$ cat config.mk
export PLATFORM = sky130hd
export DESIGN_NAME = ob_table_cnt_seq
export DESIGN_NICKNAME = d
export VERILOG_FILES = /design/src/rtl/ob_table_cnt_seq.sv
export SDC_FILE = /design/constraint.sdc
export NUM_CORES = 1
export LEC_CHECK = 0
export ABC_AREA = 0
export BUFFER_PORTS_ARGS = -buffer_cell sky130_fd_sc_hd__buf_4
export CAP_MARGIN = 40
export CORE_MARGIN = 4
export CORE_UTILIZATION = 57
export DETAILED_ROUTE_END_ITERATION = 6
export PLACE_DENSITY = 0.83
export REMOVE_ABC_BUFFERS = 1
export SLEW_MARGIN = 15
export SYNTH_ARGS = -nofsm -noshare
export SYNTH_HDL_FRONTEND = slang
export SYNTH_SLANG_ARGS = --single-unit
$ cat constraint.sdc
create_clock -name clk -period 3.91 [get_ports clk]
set_input_delay 0.391 -clock clk [delete_from_list [all_inputs] [get_ports clk]]
set_output_delay 0.391 -clock clk [all_outputs]
set_load 0.005 [all_outputs]
$ cat src/rtl/ob_table_cnt_seq.sv
// Multi-beat table quantity summer: folds N entries per beat into a carry-save
// sum/carry pair, then resolves it with one carry-propagate add.

module ob_table_cnt_csa #(
    parameter int W = 32,
    parameter int K = 6
) (
    input  logic [K-1:0][W-1:0] ops,
    output logic [W-1:0]        sum,
    output logic [W-1:0]        carry
);

    logic [W-1:0] t_sum;

    // Chain of 3:2 compressors; the carry is pre-shifted so sum + carry equals the total mod 2^W.
    always_comb begin
        sum   = ops[0];
        carry = ops[1];
        t_sum = '0;
        for (int i = 2; i < K; i++) begin
            t_sum = sum ^ carry ^ ops[i];
            carry = ((sum & carry) | (sum & ops[i]) | (carry & ops[i])) << 1;
            sum   = t_sum;
        end
    end

endmodule

module ob_table_cnt_seq #(
    parameter int W     = 32,
    parameter int N     = 4,
    parameter int T     = 16,
    parameter int IDX_W = $clog2(T),
    parameter int CNT_W = $clog2(T + 1)
) (
    input  logic             clk,
    input  logic             rst_n,
    input  logic             start_vld,
    output logic             start_rdy,
    output logic             rd_en,
    output logic [IDX_W-1:0] rd_idx,
    input  logic [N*W-1:0]   rd_data,
    input  logic [N-1:0]     rd_mask,
    output logic             res_vld,
    input  logic             res_rdy,
    output logic [W-1:0]     res_sum,
    output logic [CNT_W-1:0] res_cnt,
    output logic             busy
);

    generate
        if (T % N != 0) begin : g_bad_depth
            $error("ob_table_cnt_seq: T must be a multiple of N");
        end
    endgenerate

    localparam logic [IDX_W-1:0] LAST_IDX = IDX_W'(T - N);
    localparam logic [IDX_W-1:0] STEP     = IDX_W'(N);

    typedef enum logic [2:0] {IDLE, RD, DRAIN, ADD, DONE} state_t;

    state_t               state, next_state;
    logic [IDX_W-1:0]     beat_idx;
    logic                 ret_vld;
    logic [W-1:0]         s_acc, c_acc;
    logic [CNT_W-1:0]     cnt;
    logic [N+1:0][W-1:0]  csa_ops;
    logic [W-1:0]         csa_sum, csa_carry;
    logic [CNT_W-1:0]     pop;

    assign start_rdy = (state == IDLE);
    assign busy      = (state != IDLE);
    assign rd_en     = (state == RD);
    assign rd_idx    = beat_idx;
    assign res_vld   = (state == DONE);

    // Invalid lanes are zeroed so they contribute nothing to the compressor.
    always_comb begin
        csa_ops = '0;
        pop     = '0;
        for (int j = 0; j < N; j++) begin
            csa_ops[j] = rd_data[j*W +: W] & {W{rd_mask[j]}};
            pop        = pop + CNT_W'(rd_mask[j]);
        end
        csa_ops[N]   = s_acc;
        csa_ops[N+1] = c_acc;
    end

    ob_table_cnt_csa #(.W(W), .K(N + 2)) u_csa (
        .ops   (csa_ops),
        .sum   (csa_sum),
        .carry (csa_carry)
    );

    always_comb begin
        next_state = state;
        case (state)
            IDLE:    if (start_vld) next_state = RD;
            RD:      if (beat_idx == LAST_IDX) next_state = DRAIN;
            DRAIN:   next_state = ADD;
            ADD:     next_state = DONE;
            DONE:    if (res_rdy) next_state = IDLE;
            default: next_state = IDLE;
        endcase
    end

    // Clearing ret_vld on reset drops any read return still in flight.
    always_ff @(posedge clk) begin
        if (!rst_n) begin
            state    <= IDLE;
            beat_idx <= '0;
            ret_vld  <= 1'b0;
            s_acc    <= '0;
            c_acc    <= '0;
            cnt      <= '0;
            res_sum  <= '0;
            res_cnt  <= '0;
        end else begin
            state   <= next_state;
            ret_vld <= rd_en;
            if (state == IDLE && start_vld) begin
                beat_idx <= '0;
                s_acc    <= '0;
                c_acc    <= '0;
                cnt      <= '0;
            end
            if (state == RD) begin
                beat_idx <= beat_idx + STEP;
            end
            if (ret_vld) begin
                s_acc <= csa_sum;
                c_acc <= csa_carry;
                cnt   <= cnt + pop;
            end
            if (state == ADD) begin
                res_sum <= s_acc + c_acc;
                res_cnt <= cnt;
            end
        end
    end

endmodule

# Word-level counts from Yosys, hierarchy flattened
# Cells that the tools add are included.
dict set report classes {
  addsub 6
  eq_ne 8
  muxes 12
  bitwise 32
  reduce_logical 6
}
# operator n
set op_table {}
lappend op_table {{$and 31x31->31} 12}
lappend op_table {{$xor 32x32->32} 8}
lappend op_table {{$or 31x31->31} 8}
lappend op_table {{$and 32x32->32} 4}
lappend op_table {{$mux 32} 4}
lappend op_table {{$add 32x32->32} 1}
lappend op_table {{$pmux 3 s5} 1}
lappend op_table {{$mux 5} 2}
lappend op_table {{$mux 3} 3}
lappend op_table {{$mux 4} 2}
lappend op_table {{$eq 3x2->1 const B} 2}
lappend op_table {{$add 5x4->5} 1}
lappend op_table {{$add 3x1->4} 1}
lappend op_table {{$add 4x3->4 const B} 1}
lappend op_table {{$eq 4x4->1 const B} 1}
lappend op_table {{$ne 2x1->1 const B} 2}
lappend op_table {{$reduce_bool 2->1} 2}
lappend op_table {{$add 2x1->3} 1}
lappend op_table {{$eq 3x1->1 const B} 1}
lappend op_table {{$eq 3x3->1 const B} 1}
lappend op_table {{$logic_not 3->1} 1}
lappend op_table {{$reduce_and 3->1} 1}
lappend op_table {{$reduce_bool 3->1} 1}
lappend op_table {{$add 1x1->2} 1}
lappend op_table {{other kinds (2)} 2}
dict set report totals {
  ff_bits 113
  out_inout_bits 45
  word_cells 72
}

# Depth between registers and ports, before layout
# Gate-level depths: netlist of the first run.
dict set report depth {
  ltp_word 14
  depth_mapped 13
  mapped_depth_nobuf 12
}

# Cells and area by module
# A second synthesis of the first run with hierarchy kept.
dict set report hier_totals {
  cells_unflattened 963
  area_unflattened_um2 9367.7
}
# mod n_inst cells_each area_per_inst_um2 seq_area_each_um2
set modules_own_cells {}
lappend modules_own_cells {ob_table_cnt_seq 1 819 6772.7 2242.2}
lappend modules_own_cells {ob_table_cnt_csa 1 144 2595.0 0.0}

# Worst setup path after synthesis of the first run
# OpenSTA, ideal clock, no wires.
dict set report synth_path {
  kind {input -> register}
  from {input port rd_mask[2]}
  to {register s_acc[22]}
  arrival_ns 2.889
  required_ns 3.782
  slack_ns 0.893
  path_stages 10
  n_path_buf 1
  cell_sequence {clkbuf_1 > and2_1 > fa_1 > inv_1 > fa_1 > inv_1 > fa_1 > fa_1 > a22oi_1 > nor2_1}
}
dict set report synth_between {
  elab_chain_len 13
}
# element line_no
set synth_lines {}
lappend synth_lines {{start: declaration} 43} ;# input logic [N-1:0] rd_mask,
lappend synth_lines {{$and 32x32->32 *} 82} ;# csa_ops[j] = rd_data[j*W +: W] & {W{rd_mask[j]}};
lappend synth_lines {{$and 31x31->31} 22} ;# carry = ((sum & carry) | (sum & ops[i]) | (carry & ops[i])) << 1;
lappend synth_lines {{$or 31x31->31 (2 in series)} 22}
lappend synth_lines {{$and 31x31->31} 22}
lappend synth_lines {{$or 31x31->31 (2 in series)} 22}
lappend synth_lines {{$and 31x31->31} 22}
lappend synth_lines {{$or 31x31->31 (2 in series)} 22}
lappend synth_lines {{$xor 32x32->32 * (2 in series)} 21} ;# t_sum = sum ^ carry ^ ops[i];
lappend synth_lines {{$mux 32 *} 130} ;# if (ret_vld) begin
lappend synth_lines {{end signal: assignment} 131} ;# s_acc <= csa_sum;
lappend synth_lines {{end: declaration} 65} ;# logic [W-1:0] s_acc, c_acc;
# Mark *: on every way between the ends. The rest lies on a longest branch, timed or not.
# A chain may end at the register's enable or synchronous reset.

# Final worst setup path of the first run
dict set report layout_path {
  from {input port rd_mask[2]}
  to {register s_acc[17]}
}
# Same word-level chain as after synthesis.

==> metrics.txt, run 1 <==
# TYPE chip_impl_metric gauge
chip_impl_metric{name="numClockSinks",unit=""} 110
chip_impl_metric{name="number_of_vias_per_cell_after_detailed_routing",unit=""} 5.47
chip_impl_info{name="critical-path-slowest-cell",value="sky130_fd_sc_hd__fa_1"} 1
chip_impl_metric{name="cts.clk_slew.worst_paths",unit="ns"} 0.07
chip_impl_metric{name="met3_length",unit="um"} 1030
chip_impl_metric{name="cts.path.max_buffers",unit=""} 2
chip_impl_metric{name="drv_slew",unit=""} 0
chip_impl_info{name="timing_worst_setup_path_type",value="input pin to flip-flop"} 1
chip_impl_metric{name="cts_htree_levels",unit=""} 3
chip_impl_metric{name="floorplan.initialDensity",unit=""} 0.578
chip_impl_metric{name="critical_path.n_buffers_inverters",unit=""} 3
chip_impl_metric{name="die-width",unit="um"} 135
chip_impl_metric{name="totalPowerFinal",unit="uW"} 3220
chip_impl_metric{name="final_nets",unit=""} 1475
chip_impl_info{name="area_leader_netlist",value="sky130_fd_sc_hd__fa_1"} 1
chip_impl_metric{name="wl_per_cell",unit="um"} 15.3
chip_impl_metric{name="ys_async_sr_fraction",unit=""} 0
chip_impl_metric{name="global_route_wire_length_before_repair",unit="um"} 36300
chip_impl_metric{name="synth_enable_flop_cells",unit=""} 0
chip_impl_metric{name="dp.final_hpwl",unit="um"} 16300
chip_impl_metric{name="cts_buffers",unit=""} 9
chip_impl_info{name="family_with_the_most_delay_on_the_worst_path",value="adder cells"} 1
chip_impl_metric{name="yosysTopAreaCellShare",unit=""} 0.271
chip_impl_metric{name="globalRouteTotalUtil",unit=""} 0.245
chip_impl_metric{name="grt_start_max_net_pins",unit=""} 67
chip_impl_metric{name="antenna_violations_before_repair",unit=""} 0
chip_impl_metric{name="timing.final.crit_share",unit=""} 0.764
chip_impl_info{name="most-common-layout-cells",value="sky130_fd_sc_hd__buf_4 (182), sky130_fd_sc_hd__inv_1 (127), sky130_fd_sc_hd__fa_1 (124)"} 1
chip_impl_metric{name="seq_area_frac_synth",unit=""} 0.241
chip_impl_metric{name="static-leakage-power",unit="uW"} 0.00513
chip_impl_metric{name="synthXorXnorAreaFrac",unit=""} 0.0259
chip_impl_metric{name="drcViolationCount",unit=""} 0
chip_impl_metric{name="diodes",unit=""} 0
chip_impl_info{name="synthTopCellsByArea",value="sky130_fd_sc_hd__fa_1 (27%), sky130_fd_sc_hd__dfxtp_1 (24%), sky130_fd_sc_hd__and2_1 (6.0%)"} 1
chip_impl_metric{name="setup_viol",unit=""} 0
chip_impl_metric{name="area.growth.synth_to_final",unit="%"} 19.9
chip_impl_metric{name="clk_latency",unit="ns"} 0.35
chip_impl_metric{name="worst_slew_margin_rel",unit=""} 0.517
chip_impl_metric{name="grt_remaining_overflow",unit=""} 0
chip_impl_metric{name="io_pins",unit=""} 181
chip_impl_metric{name="wl_met2",unit="um"} 11100
chip_impl_metric{name="crit_path_max_incr_delay",unit="ns"} 0.53
chip_impl_metric{name="critical_path.max_fanout",unit=""} 33
chip_impl_metric{name="finalClockSkew",unit="ns"} 0.00708
chip_impl_metric{name="synth_compound_gate_area_share",unit=""} 0.155
chip_impl_metric{name="route.antenna.remaining_nets",unit=""} 0
chip_impl_info{name="hold_path.class",value="input pin to flip-flop"} 1
chip_impl_metric{name="setup_slack_at_placement",unit="ns"} 0.614
chip_impl_metric{name="gpl.final_weighted_congestion",unit=""} 0.875
chip_impl_metric{name="post_cts_resized",unit=""} 0
chip_impl_metric{name="rows",unit=""} 46
chip_impl_info{name="path_common_cell",value="sky130_fd_sc_hd__fa_1"} 1
chip_impl_info{name="grt_setup_unrepaired",value="no"} 1
chip_impl_metric{name="drive_above_1_share",unit=""} 0.179
chip_impl_metric{name="synth.yosys.warnings",unit=""} 0
chip_impl_info{name="tritoncts",value="yes"} 1
chip_impl_metric{name="worst_slack",unit="ns"} 0.925
chip_impl_metric{name="tightestPinTransition",unit="ns"} 0.725
chip_impl_metric{name="drt_first_pass_iters",unit=""} 5
chip_impl_metric{name="drtIter0Drc",unit=""} 454
chip_impl_metric{name="syn_avg_cell_area",unit="sq um"} 8.84
chip_impl_metric{name="routed_wirelength",unit="um"} 21500
chip_impl_info{name="setup.worst_path.start_class",value="input pin"} 1
chip_impl_metric{name="final_instance_area",unit="sq mm"} 0.0110
chip_impl_metric{name="syn-instance-count",unit=""} 1035
chip_impl_metric{name="arrival_time_at_the_worst_endpoint",unit="ns"} 3.20
chip_impl_metric{name="post_synth_num_cell_types",unit=""} 58
chip_impl_metric{name="wl_met1",unit="um"} 8880
chip_impl_metric{name="synthMuxAreaShare",unit=""} 0
chip_impl_info{name="status",value="complete, no violations"} 1
chip_impl_metric{name="detailroute.via_count",unit=""} 7670
chip_impl_metric{name="max-cap-violations",unit=""} 0
chip_impl_metric{name="ffs_latches_synth",unit=""} 110
chip_impl_metric{name="numPortBuffers",unit=""} 178
chip_impl_metric{name="placedInstanceArea",unit="sq mm"} 0.0106
chip_impl_metric{name="core_region_area",unit="sq mm"} 0.0158
chip_impl_info{name="route.top_layer_used",value="met4"} 1
chip_impl_metric{name="fillCellCount",unit=""} 1267
chip_impl_metric{name="synthesis.area",unit="sq mm"} 0.00915
chip_impl_metric{name="power_per_cell_area",unit="mW/mm^2"} 294
chip_impl_info{name="critical_path.cell_chain",value="buf_4, and2_1, fa_1, inv_1, fa_1, inv_1, fa_1, fa_1, a22oi_1, nor2_1"} 1
chip_impl_metric{name="die_area",unit="sq mm"} 0.0181
chip_impl_metric{name="timing_hold_violations_final",unit=""} 0
chip_impl_metric{name="finalCriticalPeriod",unit="ns"} 2.99
chip_impl_info{name="synth_top_flop_cell",value="sky130_fd_sc_hd__dfxtp_1"} 1
chip_impl_info{name="layout_commonest_cell",value="sky130_fd_sc_hd__buf_4"} 1
chip_impl_metric{name="post_cts.repair.setup_buffers",unit=""} 0
chip_impl_metric{name="cts-hold-fix-buffers",unit=""} 0
chip_impl_metric{name="setup_tns",unit="ns"} 0
chip_impl_metric{name="final_core_utilization",unit=""} 0.693
chip_impl_metric{name="post_synth_fa_ha_maj_area_fraction",unit=""} 0.318
chip_impl_info{name="cp-end-kind",value="flip-flop"} 1
chip_impl_metric{name="simple_gate_area_share_of_the_yosys_netlist",unit=""} 0.184
chip_impl_metric{name="die_y",unit="um"} 135
chip_impl_metric{name="critPathRequiredTime",unit="ns"} 4.12
chip_impl_info{name="synth_top_family_by_area",value="adder cells"} 1
chip_impl_metric{name="grt_pass1_vias",unit=""} 7700
chip_impl_info{name="clk_root_buffer_cell",value="sky130_fd_sc_hd__clkbuf_16"} 1
chip_impl_metric{name="highest_clock_rate",unit="MHz"} 335
chip_impl_metric{name="worst_ir_drop_on_vdd",unit="mV"} 0.209
## synth_stat cells (9+ instances only)
cell	number
sky130_fd_sc_hd__a21o_1	9
sky130_fd_sc_hd__a21oi_1	52
sky130_fd_sc_hd__a22oi_1	62
sky130_fd_sc_hd__and2_1	87
sky130_fd_sc_hd__clkbuf_1	42
sky130_fd_sc_hd__dfxtp_1	110
sky130_fd_sc_hd__fa_1	124
sky130_fd_sc_hd__ha_1	34
sky130_fd_sc_hd__inv_1	128
sky130_fd_sc_hd__nand2_1	108
sky130_fd_sc_hd__nand3_1	15
sky130_fd_sc_hd__nor2_1	86
sky130_fd_sc_hd__nor3_1	11
sky130_fd_sc_hd__o21ai_0	29
sky130_fd_sc_hd__xnor2_1	15
sky130_fd_sc_hd__xor2_1	12
## routing by layer
| layer | global-route usage | up-vias |
|---|---|---|
| li1 | - | 3676 |
| met1 | 0.312 | 3758 |
| met2 | 0.440 | 207 |
| met3 | 0.0276 | 29 |
| met4 | 0.0718 | 0 |
| met5 | 0 | - |
## where the power goes
group          switching (uW)  total (uW)  internal [uW]
Sequential               42.8        1200           1150
Combinational             524         991            466
Clock                     420        1030            614
## registers in the layout (all words and copies together) (netlist names)
signal	cells
c_acc	30
cnt	5
ret_vld	1
res_cnt	5
res_sum	32
state	3
rd_idx	2
s_acc	32
## logic make-up after synthesis
kind of cell / count (synthesis)
xor gates and xnor gates: 27
adders and majority gates: 158
other: 1
DFF: 110
and+or+nand+nor: 348
AOI/OAI and AO/OA: 212
buffers and inverters: 179
## worst reg2reg max path: stages, from the launching register on
cell and delay, ns:
sky130_fd_sc_hd__dfxtp_1 0.35, sky130_fd_sc_hd__ha_1 0.22, sky130_fd_sc_hd__fa_1 0.43, sky130_fd_sc_hd__a211oi_1 0.33
sky130_fd_sc_hd__o21ai_1 0.29, sky130_fd_sc_hd__a31oi_1 0.24, sky130_fd_sc_hd__a21oi_1 0.16, sky130_fd_sc_hd__a311oi_1 0.39
sky130_fd_sc_hd__xor2_1 0.19, sky130_fd_sc_hd__o21ai_1 0.07
## area by class of cell
cell class	instances	area, sq um	area share
flip-flops and latches	110	2200	0.201
clock inverters	3	65.1	0.00593
well taps	216	270	0.0247
inverters	128	480	0.0438
clock buffers	13	270	0.0247
repair buffers	185	1410	0.129
multi-input cells	747	6260	0.571
## path summary, 6_finish.rpt
check	slack, ns	cells past startpoint	from	end
setup reg to reg	1.11	9	s_acc[2]$_SDFFE_PN0P_	res_sum[24]$_SDFFE_PN0P_
hold reg to reg	0.45	2	res_sum[30]$_SDFFE_PN0P_	res_sum[30]$_SDFFE_PN0P_
hold / removal	0.32	3	res_rdy	state[2]$_SDFFE_PN0P_
setup / recovery	0.92	10	rd_mask[2]	s_acc[17]$_SDFFE_PN0P_
## metrics by stage
step / std cells / hold WS [ns]
2_1_floorplan: 985 / 0.431
3_3_place_gp: 1383 / 0.433
3_5_place_dp: 1386 / 0.440
4_1_cts: 1402 / 0.318
5_1_grt: 1402 / 0.346
6_report: 1402 / 0.321
(Power assumes the default switching activity.)
==> run 2, diff against run 1 <==
- clock period: 3.91 -> 2.8 ns (I/O delays scaled with it)
==> run 2 against run 1 <==
  * Register-to-register slack got worse by 0.86 ns
  * Critical endpoint is now s_acc[3]$_SDFFE_PN0P_
  * Combinational power rose by 41%
  * Total power up 32%
  * Core utilization increased by 0.095 points
  * Critical path depth stayed put
  * Die area unchanged
  * Global-route usage is 0.67 points lower
  * Worst setup slack worse by 0.83 ns
  * Routed wire length fell by 2.2%
==> metrics.txt, run 2 (synthesized netlist as in run 1, its figures left out) <==
# TYPE chip_impl_metric gauge
chip_impl_metric{name="diodes",unit=""} 0
chip_impl_metric{name="die_y",unit="um"} 135
chip_impl_metric{name="critPathRequiredTime",unit="ns"} 3.03
chip_impl_info{name="hold_path.class",value="input pin to flip-flop"} 1
chip_impl_info{name="cp-end-kind",value="flip-flop"} 1
chip_impl_metric{name="worst_slack",unit="ns"} 0.0918
chip_impl_metric{name="floorplan.initialDensity",unit=""} 0.578
chip_impl_metric{name="drcViolationCount",unit=""} 0
chip_impl_info{name="timing_worst_setup_path_type",value="input pin to flip-flop"} 1
chip_impl_metric{name="number_of_vias_per_cell_after_detailed_routing",unit=""} 5.39
chip_impl_info{name="clk_root_buffer_cell",value="sky130_fd_sc_hd__clkbuf_16"} 1
chip_impl_info{name="family_with_the_most_delay_on_the_worst_path",value="adder cells"} 1
chip_impl_metric{name="setup_viol",unit=""} 0
chip_impl_metric{name="clk_latency",unit="ns"} 0.35
chip_impl_metric{name="numPortBuffers",unit=""} 178
chip_impl_metric{name="cts_buffers",unit=""} 9
chip_impl_metric{name="critical_path.max_fanout",unit=""} 33
chip_impl_metric{name="die_area",unit="sq mm"} 0.0181
chip_impl_metric{name="power_per_cell_area",unit="mW/mm^2"} 387
chip_impl_metric{name="setup_tns",unit="ns"} 0
chip_impl_metric{name="timing.final.crit_share",unit=""} 0.967
chip_impl_metric{name="grt_start_max_net_pins",unit=""} 67
chip_impl_metric{name="drv_slew",unit=""} 0
chip_impl_metric{name="drive_above_1_share",unit=""} 0.188
chip_impl_metric{name="critical_path.n_buffers_inverters",unit=""} 3
chip_impl_metric{name="cts_htree_levels",unit=""} 3
chip_impl_metric{name="fillCellCount",unit=""} 1305
chip_impl_metric{name="globalRouteTotalUtil",unit=""} 0.238
chip_impl_metric{name="core_region_area",unit="sq mm"} 0.0158
chip_impl_metric{name="cts.path.max_buffers",unit=""} 2
chip_impl_metric{name="routed_wirelength",unit="um"} 21000
chip_impl_metric{name="final_nets",unit=""} 1481
chip_impl_metric{name="grt_pass1_vias",unit=""} 7779
chip_impl_metric{name="worst_slew_margin_rel",unit=""} 0.506
chip_impl_metric{name="global_route_wire_length_before_repair",unit="um"} 35700
chip_impl_metric{name="static-leakage-power",unit="uW"} 0.00514
chip_impl_metric{name="highest_clock_rate",unit="MHz"} 369
chip_impl_metric{name="detailroute.via_count",unit=""} 7593
chip_impl_info{name="critical-path-slowest-cell",value="sky130_fd_sc_hd__fa_1"} 1
chip_impl_metric{name="crit_path_max_incr_delay",unit="ns"} 0.55
chip_impl_info{name="largest_registers",value="res_sum: 32 flops, s_acc: 32 flops, c_acc: 30 flops"} 1
chip_impl_metric{name="numClockSinks",unit=""} 110
chip_impl_info{name="setup.worst_path.start_class",value="input pin"} 1
chip_impl_metric{name="drt_first_pass_iters",unit=""} 5
chip_impl_metric{name="drtIter0Drc",unit=""} 487
chip_impl_metric{name="rows",unit=""} 46
chip_impl_metric{name="max-cap-violations",unit=""} 0
chip_impl_metric{name="wl_per_cell",unit="um"} 14.9
chip_impl_metric{name="route.antenna.remaining_nets",unit=""} 0
chip_impl_metric{name="area.growth.synth_to_final",unit="%"} 20.0
chip_impl_info{name="tritoncts",value="yes"} 1
chip_impl_metric{name="timing_hold_violations_final",unit=""} 0
chip_impl_metric{name="dp.final_hpwl",unit="um"} 16300
chip_impl_metric{name="arrival_time_at_the_worst_endpoint",unit="ns"} 2.94
chip_impl_metric{name="die-width",unit="um"} 135
chip_impl_info{name="layout_commonest_cell",value="sky130_fd_sc_hd__buf_4"} 1
chip_impl_info{name="most-common-layout-cells",value="sky130_fd_sc_hd__buf_4 (187), sky130_fd_sc_hd__inv_1 (127), sky130_fd_sc_hd__fa_1 (124)"} 1
chip_impl_metric{name="finalClockSkew",unit="ns"} 0.00988
chip_impl_metric{name="final_core_utilization",unit=""} 0.694
chip_impl_info{name="critical_path.cell_chain",value="buf_8, and2_4, fa_1, inv_1, fa_1, inv_1, fa_1, fa_1, a22oi_2, nor2_1"} 1
chip_impl_metric{name="cts.clk_slew.worst_paths",unit="ns"} 0.07
chip_impl_info{name="path_common_cell",value="sky130_fd_sc_hd__fa_1"} 1
chip_impl_info{name="status",value="complete, no violations"} 1
chip_impl_metric{name="gpl.final_weighted_congestion",unit=""} 0.873
chip_impl_metric{name="finalCriticalPeriod",unit="ns"} 2.71
chip_impl_metric{name="io_pins",unit=""} 181
chip_impl_metric{name="setup_slack_at_placement",unit="ns"} -0.420
chip_impl_metric{name="antenna_violations_before_repair",unit=""} 0
chip_impl_metric{name="tightestPinTransition",unit="ns"} 0.740
chip_impl_metric{name="grt_remaining_overflow",unit=""} 0
chip_impl_metric{name="worst_ir_drop_on_vdd",unit="mV"} 0.278
run 2: cell count changes in the layout (fill, tap and decap cells not counted), moves of 3 or more:
cell and delta:
sky130_fd_sc_hd__a22oi_1 -4, sky130_fd_sc_hd__clkbuf_8 -3, sky130_fd_sc_hd__a22oi_2 +4, sky130_fd_sc_hd__buf_4 +5
run 2: cell type report:
type,count,area [sq um],area share
clock buffers,12,236,0.0215
clock inverters,4,23.8,0.00217
inverters,128,480,0.0438
multi-input cells,747,6290,0.573
flip-flops and latches,110,2200,0.201
well taps,216,270,0.0246
repair buffers,191,1470,0.134
run 2: power by group:
group | switching (uW) | internal [uW] | total [uW]
clock network | 572 | 602 | 1170
registers | 59.4 | 1610 | 1670
logic | 733 | 665 | 1400
run 2: routing by layer:
layer,global-route usage,routed length [um],vias to the layer above
li1,-,-,3682
met1,0.310,8830,3682
met2,0.417,10700,197
met3,0.0354,1030,32
met4,0.0617,390,0
met5,0,0,-
run 2: worst register-to-register path: stages, from the launching register on:
cell and delay [ns]:
sky130_fd_sc_hd__dfxtp_1 0.34, sky130_fd_sc_hd__ha_1 0.24, sky130_fd_sc_hd__fa_1 0.44, sky130_fd_sc_hd__a211oi_2 0.27, sky130_fd_sc_hd__o21ai_2 0.17, sky130_fd_sc_hd__a31oi_1 0.19, sky130_fd_sc_hd__a21oi_1 0.16, sky130_fd_sc_hd__a311oi_1 0.35
sky130_fd_sc_hd__xor2_1 0.18, sky130_fd_sc_hd__o21ai_1 0.07
run 2: repair_timing:
item	in CTS	in global routing
buffers inserted	0	0
setup endpoints to repair	3	20
hold buffers	0	0
pin swaps	0	1
gates resized for setup	2	10
run 2: final timing paths:
check                                 from                  endpoint  slack [ns]  cells after the start
setup / recovery                rd_mask[2]     s_acc[3]$_SDFFE_PN0P_        0.09                     10
hold / removal                     res_rdy     state[2]$_SDFFE_PN0P_        0.19                      3
hold reg to reg   res_sum[30]$_SDFFE_PN0P_  res_sum[30]$_SDFFE_PN0P_        0.45                      2
setup reg to reg     c_acc[2]$_SDFFE_PN0P_  res_sum[24]$_SDFFE_PN0P_        0.25                      9
run 2: metrics by stage:
step / hold WS [ns] / total power [uW] / std cells / cell area (sq um)
floorplan: 0.418 / 2640 / 985 / 8930
global placement: 0.434 / 3000 / 1391 / 10600
detailed placement: 0.439 / 3100 / 1392 / 10700
CTS: 0.186 / 4270 / 1408 / 10900
global route: 0.195 / 4580 / 1408 / 11000
finish: 0.187 / 4240 / 1408 / 11000
==> run 3, diff against run 2 <==
- ABC_AREA: 0 -> 1
- CORE_UTILIZATION: 57 -> 58
==> run 3 against run 2 <==
  * Final cell count rose by 31%
  * Routed wire length grew 8.6%
  * Combinational power is 49% higher
  * Via count grew 17%
  * Die area increased by 8.3%
  * Sequential power increased by 11%
  * Worst setup slack gained 0.050 ns
  * First-iteration DRC count grew 16%
  * Core utilization down 0.58 points
  * Global-route usage up 0.16 points
  * Clock power grew 5%
  * Critical path type unchanged
  * Highest routed layer unchanged
==> metrics.txt, run 3 <==
# TYPE chip_impl_metric gauge
chip_impl_metric{name="core_region_area",unit="sq mm"} 0.0172
chip_impl_metric{name="highest_clock_rate",unit="MHz"} 376
chip_impl_metric{name="die-width",unit="um"} 140
chip_impl_metric{name="critical_path.max_fanout",unit=""} 33
chip_impl_info{name="synth_top_flop_cell",value="sky130_fd_sc_hd__dfxtp_1"} 1
chip_impl_metric{name="dp.final_hpwl",unit="um"} 17900
chip_impl_metric{name="grt_pass1_vias",unit=""} 8909
chip_impl_metric{name="antenna_violations_before_repair",unit=""} 0
chip_impl_info{name="hold_path.class",value="input pin to flip-flop"} 1
chip_impl_metric{name="drt_first_pass_iters",unit=""} 5
chip_impl_info{name="tritoncts",value="yes"} 1
chip_impl_info{name="layout_commonest_cell",value="sky130_fd_sc_hd__nand2_1"} 1
chip_impl_metric{name="cts_htree_levels",unit=""} 3
chip_impl_metric{name="arrival_time_at_the_worst_endpoint",unit="ns"} 2.94
chip_impl_metric{name="tightestPinTransition",unit="ns"} 0.689
chip_impl_metric{name="drtIter0Drc",unit=""} 564
chip_impl_metric{name="synth_enable_flop_cells",unit=""} 0
chip_impl_metric{name="timing_hold_violations_final",unit=""} 0
chip_impl_metric{name="io_pins",unit=""} 181
chip_impl_metric{name="setup_tns",unit="ns"} 0
chip_impl_info{name="most-common-layout-cells",value="sky130_fd_sc_hd__nand2_1 (472), sky130_fd_sc_hd__inv_1 (342), sky130_fd_sc_hd__buf_4 (178)"} 1
chip_impl_metric{name="post_synth_num_cell_types",unit=""} 41
chip_impl_metric{name="clk_latency",unit="ns"} 0.36
chip_impl_metric{name="global_route_wire_length_before_repair",unit="um"} 39800
chip_impl_info{name="clk_root_buffer_cell",value="sky130_fd_sc_hd__clkbuf_16"} 1
chip_impl_info{name="status",value="complete, no violations"} 1
chip_impl_info{name="post_synth_most_frequent_cells",value="sky130_fd_sc_hd__nand2_1 (472), sky130_fd_sc_hd__inv_1 (343), sky130_fd_sc_hd__fa_1 (124)"} 1
chip_impl_info{name="synthTopCellsByArea",value="sky130_fd_sc_hd__fa_1 (24%), sky130_fd_sc_hd__dfxtp_1 (22%), sky130_fd_sc_hd__nand2_1 (17%)"} 1
chip_impl_metric{name="area.growth.synth_to_final",unit="%"} 17.0
chip_impl_metric{name="wl_per_cell",unit="um"} 12.4
chip_impl_metric{name="finalClockSkew",unit="ns"} 0.0105
chip_impl_metric{name="worst_ir_drop_on_vdd",unit="mV"} 0.369
chip_impl_metric{name="fillCellCount",unit=""} 1451
chip_impl_metric{name="number_of_vias_per_cell_after_detailed_routing",unit=""} 4.84
chip_impl_metric{name="cts.path.max_buffers",unit=""} 2
chip_impl_metric{name="cts.clk_slew.worst_paths",unit="ns"} 0.08
chip_impl_metric{name="detailroute.via_count",unit=""} 8900
chip_impl_metric{name="syn-instance-count",unit=""} 1464
chip_impl_metric{name="static-leakage-power",unit="uW"} 0.00681
chip_impl_metric{name="syn_avg_cell_area",unit="sq um"} 6.92
chip_impl_metric{name="ffs_latches_synth",unit=""} 110
chip_impl_metric{name="numClockSinks",unit=""} 110
chip_impl_metric{name="power_per_cell_area",unit="mW/mm^2"} 436
chip_impl_metric{name="max-cap-violations",unit=""} 0
chip_impl_metric{name="final_nets",unit=""} 1905
chip_impl_metric{name="layout.area.seq",unit="sq mm"} 0.00220
chip_impl_info{name="timing_worst_setup_path_type",value="input pin to flip-flop"} 1
chip_impl_metric{name="finalCriticalPeriod",unit="ns"} 2.66
chip_impl_metric{name="yosysTopAreaCellShare",unit=""} 0.245
chip_impl_metric{name="numPortBuffers",unit=""} 178
chip_impl_metric{name="route.antenna.remaining_nets",unit=""} 0
chip_impl_metric{name="grt_start_max_net_pins",unit=""} 65
chip_impl_metric{name="seq_area_frac_synth",unit=""} 0.217
chip_impl_metric{name="diodes",unit=""} 0
chip_impl_metric{name="routed_wirelength",unit="um"} 22800
chip_impl_metric{name="worst_slew_margin_rel",unit=""} 0.540
chip_impl_metric{name="ys_async_sr_fraction",unit=""} 0
chip_impl_info{name="cp-end-kind",value="flip-flop"} 1
chip_impl_info{name="grt_setup_unrepaired",value="no"} 1
chip_impl_metric{name="synthesis.area",unit="sq mm"} 0.0101
chip_impl_metric{name="critPathRequiredTime",unit="ns"} 3.08
chip_impl_metric{name="cts_buffers",unit=""} 9
chip_impl_metric{name="area_of_combinational_cells_with_multiple_inputs",unit="sq mm"} 0.00639
chip_impl_metric{name="die_area",unit="sq mm"} 0.0196
chip_impl_metric{name="grt_remaining_overflow",unit=""} 0
chip_impl_metric{name="synth.yosys.warnings",unit=""} 0
chip_impl_metric{name="drv_slew",unit=""} 0
chip_impl_metric{name="cts-hold-fix-buffers",unit=""} 0
chip_impl_info{name="setup.worst_path.start_class",value="input pin"} 1
chip_impl_metric{name="final_core_utilization",unit=""} 0.688
chip_impl_metric{name="gpl.final_weighted_congestion",unit=""} 0.924
chip_impl_info{name="yosys.cell_count.top_type",value="sky130_fd_sc_hd__nand2_1"} 1
chip_impl_info{name="largest_registers",value="res_sum: 32 flops, s_acc: 32 flops, c_acc: 30 flops"} 1
chip_impl_info{name="area_leader_netlist",value="sky130_fd_sc_hd__fa_1"} 1
chip_impl_metric{name="floorplan.initialDensity",unit=""} 0.588
chip_impl_metric{name="timing.final.crit_share",unit=""} 0.949
chip_impl_metric{name="drive_above_1_share",unit=""} 0.139
chip_impl_metric{name="rows",unit=""} 48
chip_impl_metric{name="die_y",unit="um"} 140
chip_impl_metric{name="globalRouteTotalUtil",unit=""} 0.240
chip_impl_metric{name="drcViolationCount",unit=""} 0
chip_impl_metric{name="setup_viol",unit=""} 0
==> run 3: cell count changes in the layout (fill, tap and decap cells not counted), moves of 7 or more <==
cell | previous run | this run
sky130_fd_sc_hd__a31oi_1 | 8 | 1
sky130_fd_sc_hd__nor3_1 | 11 | 4
sky130_fd_sc_hd__nor2_1 | 86 | 98
sky130_fd_sc_hd__o21a_1 | 7 | 0
sky130_fd_sc_hd__nand2_1 | 108 | 472
sky130_fd_sc_hd__a22oi_1 | 58 | 0
sky130_fd_sc_hd__nand2b_1 | 7 | 0
sky130_fd_sc_hd__a211oi_1 | 7 | 0
sky130_fd_sc_hd__inv_1 | 127 | 342
sky130_fd_sc_hd__nand3_1 | 15 | 45
sky130_fd_sc_hd__a21oi_1 | 51 | 93
sky130_fd_sc_hd__xnor2_1 | 15 | 5
sky130_fd_sc_hd__buf_4 | 187 | 178
sky130_fd_sc_hd__and2_1 | 85 | 2
==> run 3: critical path, stage by stage <==
cell and delay (ns):
sky130_fd_sc_hd__buf_6 0.19, sky130_fd_sc_hd__nand2_1 0.11, sky130_fd_sc_hd__inv_1 0.06, sky130_fd_sc_hd__fa_1 0.53, sky130_fd_sc_hd__inv_1 0.05, sky130_fd_sc_hd__fa_1 0.47
sky130_fd_sc_hd__inv_1 0.05, sky130_fd_sc_hd__fa_1 0.45, sky130_fd_sc_hd__fa_1 0.50, sky130_fd_sc_hd__nand2_1 0.05, sky130_fd_sc_hd__a21oi_1 0.20
==> run 3: final timing paths <==
kind	depth (start not counted)	startpoint	slack [ns]	end
min reg2reg	2	cnt[4]$_SDFFE_PN0P_	0.48	cnt[4]$_SDFFE_PN0P_
max reg2reg	12	c_acc[2]$_SDFFE_PN0P_	0.60	res_sum[24]$_SDFFE_PN0P_
min	4	res_rdy	0.20	state[2]$_SDFFE_PN0P_
max	11	rd_mask[2]	0.14	s_acc[9]$_SDFFE_PN0P_
==> run 3: logic make-up (layout without fill, tap and decap cells) <==
group / count (synthesis) / in the layout / synth area share
buf+inv: 393 / 543 / 0.153
xor+xnor: 16 / 16 / 0.0138
simple gates: 649 / 649 / 0.257
compound gates: 137 / 137 / 0.0711
flops: 110 / 110 / 0.217
other cells: 1 / 2 / 0.000370
fa+ha+maj: 158 / 158 / 0.287
==> run 3: power by group <==
part	switching, uW	internal, uW
clock	597	629
sequential	140	1720
combinational	1190	890
total	1930	3240
==> run 3: area by class of cell <==
class | count | area share
Tap cell | 225 | 0.0237
Inverter | 345 | 0.109
Clock buffer | 11 | 0.0205
Multi-Input combinational cell | 962 | 0.539
Clock inverter | 4 | 0.00274
Sequential cell | 110 | 0.186
Timing Repair Buffer | 183 | 0.119
==> run 3: per-layer routing <==
layer | vias to the layer above | GRT usage | routed length [um]
met2 | 193 | 0.423 | 11200
met3 | 17 | 0.0338 | 1170
met1 | 4121 | 0.314 | 10100
li1 | 4569 | - | -
met4 | 0 | 0.0535 | 252
met5 | - | 0 | 0
==> run 3: metrics by stage <==
stage | total power [uW] | worst slack (ns) | cells | cell area [sq um] | hold WS, ns
2_1_floorplan | 3230 | 0.123 | 1417 | 9880 | 0.416
3_3_place_gp | 3900 | -0.224 | 1825 | 11600 | 0.449
3_5_place_dp | 3990 | -0.333 | 1825 | 11600 | 0.460
4_1_cts | 5210 | 0.0384 | 1840 | 11800 | 0.197
5_1_grt | 5600 | 0.0398 | 1840 | 11900 | 0.210
6_report | 5170 | 0.142 | 1840 | 11900 | 0.201
==> run 3: repair_timing <==
| item | CTS | global route |
|---|---|---|
| setup buffers | 0 | 0 |
| endpoints found under the hold margin | 0 | 0 |
| resized for setup | 0 | 3 |
| endpoints found under the setup margin | 0 | 25 |
